File: src/rtl/cpu_pkg.sv
// ============================================================================
// Module   : cpu_pkg
// Brief    : Shared RV32I core types and constants (XLEN, bubble NOP,
//            IF-stage state encoding, address alignment helper).
// Revision : 1.0 - initial release
// ============================================================================
`default_nettype none

package cpu_pkg;

    localparam int XLEN = 32;

    // addi x0,x0,0 - decodes to a harmless no-op in ID
    localparam logic [XLEN-1:0] NOP_INST = 32'h0000_0013;

    typedef enum logic [0:0] {
        FETCH = 1'b0,
        DRAIN = 1'b1
    } if_state_t;

    // Instruction fetches are always word aligned; low address bits are dropped
    function automatic logic [XLEN-1:0] word_align(input logic [XLEN-1:0] addr);
        return {addr[XLEN-1:2], 2'b00};
    endfunction

endpackage

`default_nettype wire

File: src/rtl/if_id_reg.sv
// ============================================================================
// Module   : if_id_reg
// Brief    : IF/ID pipeline register. flush_i loads a bubble (valid 0, NOP,
//            PC kept), load_i captures a fetched instruction, otherwise the
//            contents are held.
// Revision : 1.0 - initial release
// ============================================================================
`default_nettype none

module if_id_reg
    import cpu_pkg::*;
(
    input  logic            clk,
    input  logic            rst_n,
    input  logic            load_i,
    input  logic            flush_i,
    input  logic [XLEN-1:0] pc_i,
    input  logic [XLEN-1:0] inst_i,
    output logic            valid_o,
    output logic [XLEN-1:0] pc_o,
    output logic [XLEN-1:0] pc_plus4_o,
    output logic [XLEN-1:0] inst_o
);

    logic            valid_q;
    logic [XLEN-1:0] pc_q;
    logic [XLEN-1:0] inst_q;

    // Flush wins over load; neither asserted means hold
    always_ff @(posedge clk or negedge rst_n) begin
        if (!rst_n) begin
            valid_q <= 1'b0;
            pc_q    <= '0;
            inst_q  <= NOP_INST;
        end else if (flush_i) begin
            valid_q <= 1'b0;
            inst_q  <= NOP_INST;
        end else if (load_i) begin
            valid_q <= 1'b1;
            pc_q    <= pc_i;
            inst_q  <= inst_i;
        end
    end

    assign valid_o    = valid_q;
    assign pc_o       = pc_q;
    assign pc_plus4_o = pc_q + 32'd4;
    assign inst_o     = inst_q;

endmodule

`default_nettype wire

File: src/rtl/if_stage.sv
// ============================================================================
// Module   : if_stage
// Brief    : RV32I instruction-fetch stage. Owns the PC, issues word-aligned
//            I-cache requests, absorbs stalls and EX redirects, and feeds the
//            IF/ID register. A redirect that arrives while a fetch is still
//            outstanding is parked in tgt_q (DRAIN) until that fetch returns,
//            so the request address never changes before icache_ready_i.
//            Optional macro IF_PERF_CNT_EN adds fetch/miss counters.
// Revision : 1.0 - initial release
// ============================================================================
`default_nettype none

module if_stage
    import cpu_pkg::*;
#(
    parameter logic [31:0] RESET_PC = 32'h0000_0000
) (
    input  logic        clk,
    input  logic        rst_n,
    input  logic        stall_i,
    input  logic        redirect_i,
    input  logic [31:0] redirect_pc_i,
    output logic        icache_req_o,
    output logic [31:0] icache_addr_o,
    input  logic        icache_ready_i,
    input  logic [31:0] icache_rdata_i,
    output logic        id_valid_o,
    output logic [31:0] id_pc_o,
    output logic [31:0] id_pc_plus4_o,
    output logic [31:0] id_inst_o
`ifdef IF_PERF_CNT_EN
    ,
    output logic [31:0] perf_fetch_o,
    output logic [31:0] perf_miss_o
`endif
);

    if_state_t       state_q, state_d;
    logic [XLEN-1:0] pc_q, pc_d;
    logic [XLEN-1:0] tgt_q, tgt_d;
    logic            ifid_load;
    logic            ifid_flush;
    logic [XLEN-1:0] redir_tgt;

    assign redir_tgt = word_align(redirect_pc_i);

    // Next-state, next-PC and IF/ID control selection
    always_comb begin
        state_d    = state_q;
        pc_d       = pc_q;
        tgt_d      = tgt_q;
        ifid_load  = 1'b0;
        ifid_flush = 1'b0;
        case (state_q)
            FETCH: begin
                if (redirect_i) begin
                    ifid_flush = 1'b1;
                    if (icache_ready_i) begin
                        pc_d = redir_tgt;
                    end else begin
                        tgt_d   = redir_tgt;
                        state_d = DRAIN;
                    end
                end else if (stall_i) begin
                    // hold everything; any returned data is re-requested
                end else if (icache_ready_i) begin
                    ifid_load = 1'b1;
                    pc_d      = pc_q + 32'd4;
                end else begin
                    ifid_flush = 1'b1;
                end
            end
            DRAIN: begin
                ifid_flush = 1'b1;
                if (redirect_i) begin
                    tgt_d = redir_tgt;
                end
                if (icache_ready_i) begin
                    pc_d    = redirect_i ? redir_tgt : tgt_q;
                    state_d = FETCH;
                end
            end
            default: begin
                state_d = FETCH;
            end
        endcase
    end

    // FSM, fetch PC and pending redirect target registers
    always_ff @(posedge clk or negedge rst_n) begin
        if (!rst_n) begin
            state_q <= FETCH;
            pc_q    <= RESET_PC;
            tgt_q   <= '0;
        end else begin
            state_q <= state_d;
            pc_q    <= pc_d;
            tgt_q   <= tgt_d;
        end
    end

    assign icache_req_o  = rst_n;
    assign icache_addr_o = pc_q;

    if_id_reg u_if_id_reg (
        .clk        (clk),
        .rst_n      (rst_n),
        .load_i     (ifid_load),
        .flush_i    (ifid_flush),
        .pc_i       (pc_q),
        .inst_i     (icache_rdata_i),
        .valid_o    (id_valid_o),
        .pc_o       (id_pc_o),
        .pc_plus4_o (id_pc_plus4_o),
        .inst_o     (id_inst_o)
    );

`ifdef IF_PERF_CNT_EN
    logic [31:0] perf_fetch_q;
    logic [31:0] perf_miss_q;

    // Delivered-instruction and cache-miss-cycle counters, free-running wrap
    always_ff @(posedge clk or negedge rst_n) begin
        if (!rst_n) begin
            perf_fetch_q <= '0;
            perf_miss_q  <= '0;
        end else begin
            if (ifid_load) begin
                perf_fetch_q <= perf_fetch_q + 32'd1;
            end
            if (icache_req_o && !icache_ready_i) begin
                perf_miss_q <= perf_miss_q + 32'd1;
            end
        end
    end

    assign perf_fetch_o = perf_fetch_q;
    assign perf_miss_o  = perf_miss_q;
`endif

endmodule

`default_nettype wire

File: config.mk
export PLATFORM = sky130hd
export DESIGN_NAME = if_stage
export DESIGN_NICKNAME = d
export VERILOG_FILES = /design/src/rtl/cpu_pkg.sv /design/src/rtl/if_id_reg.sv /design/src/rtl/if_stage.sv
export SDC_FILE = /design/constraint.sdc
export NUM_CORES = 1
export LEC_CHECK = 0
export CAP_MARGIN = 30
export CORE_MARGIN = 3
export CORE_UTILIZATION = 40
export CTS_BUF_LIST = sky130_fd_sc_hd__clkbuf_4 sky130_fd_sc_hd__clkbuf_8
export DETAILED_ROUTE_END_ITERATION = 8
export PLACE_DENSITY = 0.84
export SYNTH_ARGS = -nofsm -noshare
export SYNTH_HDL_FRONTEND = slang
export SYNTH_SLANG_ARGS = --single-unit
File: constraint.sdc
create_clock -name clk -period 1.88 [get_ports clk]
set_input_delay 0.564 -clock clk [delete_from_list [all_inputs] [get_ports clk]]
set_output_delay 0.564 -clock clk [all_outputs]
set_load 0.02 [all_outputs]
==> summary.md <==
| Metric | Value |
|---|---|
| Post-layout instance area | 0.0101 mm^2 |
| Post-synth design cell area | 0.00635 mm^2 |
| Fraction of post-synthesis cell area in the top cell type by area | 0.501 |
| Final antenna-violating net count | 0 |
| Routed wire length | 20900 um |
| Top area cells in the synthesized netlist | sky130_fd_sc_hd__dfrtp_1, sky130_fd_sc_hd__nand2_1, sky130_fd_sc_hd__a22o_1 |
| Clk slew on worst S/H paths | 0.08 ns |
| Maximum number of pins on one net before global-route repair | 66 |
| Most common cell after layout, fill and taps aside | sky130_fd_sc_hd__buf_4 |
| Largest area contributor in the netlist | sky130_fd_sc_hd__dfrtp_1 |
| Height of the die | 132 um |
| Run status | finished, violations left |
| Total grt overflow | 0 |
| First-pass GRT wire length | 32900 um |
| Async set-or-reset flop fraction in the synthesized netlist | 1.00 |
| Clock H-tree levels | 4 |
| Crit path required time | 1.32 ns |
| Worst Hold Class | in -> async |
| Number of antenna violations at the first check in global routing | 0 |
| Final setup viols | 30 |
| Power per Cell Area | 946 mW/mm^2 |
| Number of global-route vias before repair | 6150 |
| Layout overhead on the synthesized area | 59.4% |
| Final worst setup slack | -0.739 ns |
| Post-synth net total | 706 |
| Fill cell total of the finished layout | 1186 |
| Post-route DRC violation count | 0 |
| Total instance count after detailed placement | 1104 |
| Worst clock skew | 0.0114 ns |
| Detailed-route wire length per cell | 18.0 um |
| Number of top-level pins | 199 |
| Tot GR Track Use | 0.235 |
| Net count of the finished layout | 1009 |
| Final-report max-slew violation count | 0 |
| Number of iterations in the first detailed-routing pass | 6 |
| Peak fanout along the critical path | 5 |
| Fraction of layout cells with a size suffix above 1 | 0.349 |
| Placed wire-length estimate | 15100 um |
| Number of warnings issued by yosys | 0 |
| Max-cap violation count | 0 |
| Count of standard-cell rows | 45 |
| Count of flip-flops with a built-in enable after synthesis | 0 |
| Leading register cell type out of synthesis | sky130_fd_sc_hd__dfrtp_1 |
| Horizontal die dimension | 132 um |
| Type of origin of the critical path | flip-flop |
| Violations in the final reports | negative setup slack |
| Clock Tree Root | sky130_fd_sc_hd__clkbuf_8 |
| Average cell area after synthesis | 10.0 um^2 |
| Initial cell density of the core | 0.413 |
| Final Hold Fails | 0 |
| Post-synthesis sequential area ratio | 0.513 |
| Standard cell core area | 0.0154 mm^2 |
| Setup Crit Path Kind | reg -> out |
| Critical path capture point type | primary output |
| Die area | 0.0174 mm^2 |
| Area after detailed placement | 0.00943 mm^2 |
| Count of buffers from port buffering | 196 |
| Worst slew margin | 0.437 |
| RSZ-0062 raised after global routing | yes |
| Worst hold slack | 0.453 ns |
| Peak supply drop | 0.512 mV |
| Register bit total from synthesis | 130 |
| Clock buffers created by TritonCTS | 17 |
| Diodes inserted | 0 |
| Final core occ | 0.658 |
| Via density | 5.36 |
| TritonCTS clock tree | built |
| Leakage | 4.86 nW |
| CTS Hold Bufs | 0 |
| Actual transition at the worst max-transition pin | 0.844 ns |
| Instance count of the mapped netlist | 635 |
| Total via count after detailed routing | 6226 |
| Final min period | 2.62 ns |
| Count of cell types in the netlist | 58 |
| Crit path DAT | 2.06 ns |
| Number of standard cells in the final layout excluding fillers | 1162 |
| Max Freq | 382 MHz |
| DRC violation total after the first TritonRoute iteration | 556 |
| Clock tree buffer depth | 2 |
| Post-route clock period utilization | 1.39 |
| Worst-Skew Late Latency | 0.44 ns |
| Clock sink total | 130 |
| Final weighted congestion in routability-driven placement | 0.903 |
| Commonest cells after routing, fill and taps aside | sky130_fd_sc_hd__buf_4, sky130_fd_sc_hd__nand2_1, sky130_fd_sc_hd__dfrtp_1 |
final timing paths:
path,cells after the start,end,start,slack [ns]
worst max-delay path,9,id_pc_plus4_o[29],u_if_id_reg.pc_o[6],-0.74
worst min register to register,2,u_if_id_reg.valid_o,u_if_id_reg.valid_o,0.48
worst min-delay path,3,u_if_id_reg.inst_o[7],rst_n,0.45
worst max register to register,7,icache_addr_o[19],icache_addr_o[3],0.09
min in group clk,2,u_if_id_reg.valid_o,u_if_id_reg.valid_o,0.48
max in group asynchronous,3,icache_addr_o[19],rst_n,0.81
synthesized netlist by cell type, drive strengths merged, types with 3 or more instances:
cell type	instances
a21oi	21
a221oi	4
a22o	35
a22oi	18
a31oi	9
and2	4
and3	7
buf	22
clkbuf	20
dfrtp	127
dfstp	3
inv	12
mux2	30
nand2	114
nand3	27
nand4	15
nor2	32
nor2b	3
nor3	8
nor4	5
o211ai	4
o21ai	43
o22a	3
o22ai	6
o2bb2ai	6
o31a	5
or2	3
xnor2	17
xor2	11
power breakdown:
group          switching, W  internal (W)  total [W]
clock network       0.00107       0.00175    0.00282
registers          0.000360       0.00319    0.00355
logic               0.00173       0.00147    0.00320
critical path, cell delays in order, from the launching register on:
cell and delay (ns):
sky130_fd_sc_hd__dfrtp_2 0.36, sky130_fd_sc_hd__nand4_1 0.10, sky130_fd_sc_hd__buf_6 0.15, sky130_fd_sc_hd__nor3_2 0.16, sky130_fd_sc_hd__buf_4 0.16, sky130_fd_sc_hd__and3_4 0.21, sky130_fd_sc_hd__buf_4 0.11, sky130_fd_sc_hd__nand3_2 0.07
sky130_fd_sc_hd__xnor2_2 0.13, sky130_fd_sc_hd__buf_4 0.15
layer usage:
metal / routed length (um) / vias to the layer above / share of wire / GRT usage
met5: 0 / - / 0 / 0
met4: 548 / 0 / 0.026 / 0.0863
met3: 1300 / 45 / 0.062 / 0.0492
met2: 10200 / 283 / 0.49 / 0.378
met1: 8900 / 3005 / 0.42 / 0.314
li1: - / 2893 / - / -
flip-flops by register name, summed over array words and instances, names as in the netlist:
name                 count
u_if_id_reg.inst_o      32
u_if_id_reg.valid_o      1
u_if_id_reg.pc_o        32
state_q                  1
tgt_q                   32
icache_addr_o           32
metrics by stage:
| stage | setup WS [ns] | setup TNS [ns] | total power (W) |
|---|---|---|---|
| 4_1_cts | -0.732 | -14.83 | 0.00948 |
| 5_1_grt | -0.874 | -18.66 | 0.0100 |
| 3_3_place_gp | -0.766 | -58.96 | 0.00675 |
| 6_report | -0.739 | -15.28 | 0.00957 |
| 3_5_place_dp | -0.793 | -61.20 | 0.00683 |
| 2_1_floorplan | -0.353 | -4.26 | 0.00501 |
cells by family (layout without fill, tap and decap cells):
family,after synthesis,after routing,synth area share
muxes,31,31,0.0548
and+or+nand+nor,225,225,0.172
DFF,130,130,0.513
adders and majority gates,2,2,0.00394
xor gates and xnor gates,28,28,0.0386
AOI/OAI and AO/OA,165,165,0.181
buffers and inverters,54,370,0.0369
cell type report:
cell class | instances | area (um^2) | area share
clock buffer | 23 | 304 | 0.0301
clock inverter | 9 | 175 | 0.0173
inverter | 12 | 47.5 | 0.00470
multi-input combinational | 451 | 3220 | 0.319
sequential | 130 | 3280 | 0.324
tap | 211 | 264 | 0.0261
timing repair buffer | 326 | 2820 | 0.279
repair_timing:
action / CTS / global route
pin swaps: 23 / 13
setup endpoints to repair: 160 / 110
buffers inserted: 10 / 17
resized for setup: 327 / 87
Power figures use the tool's default switching activity.
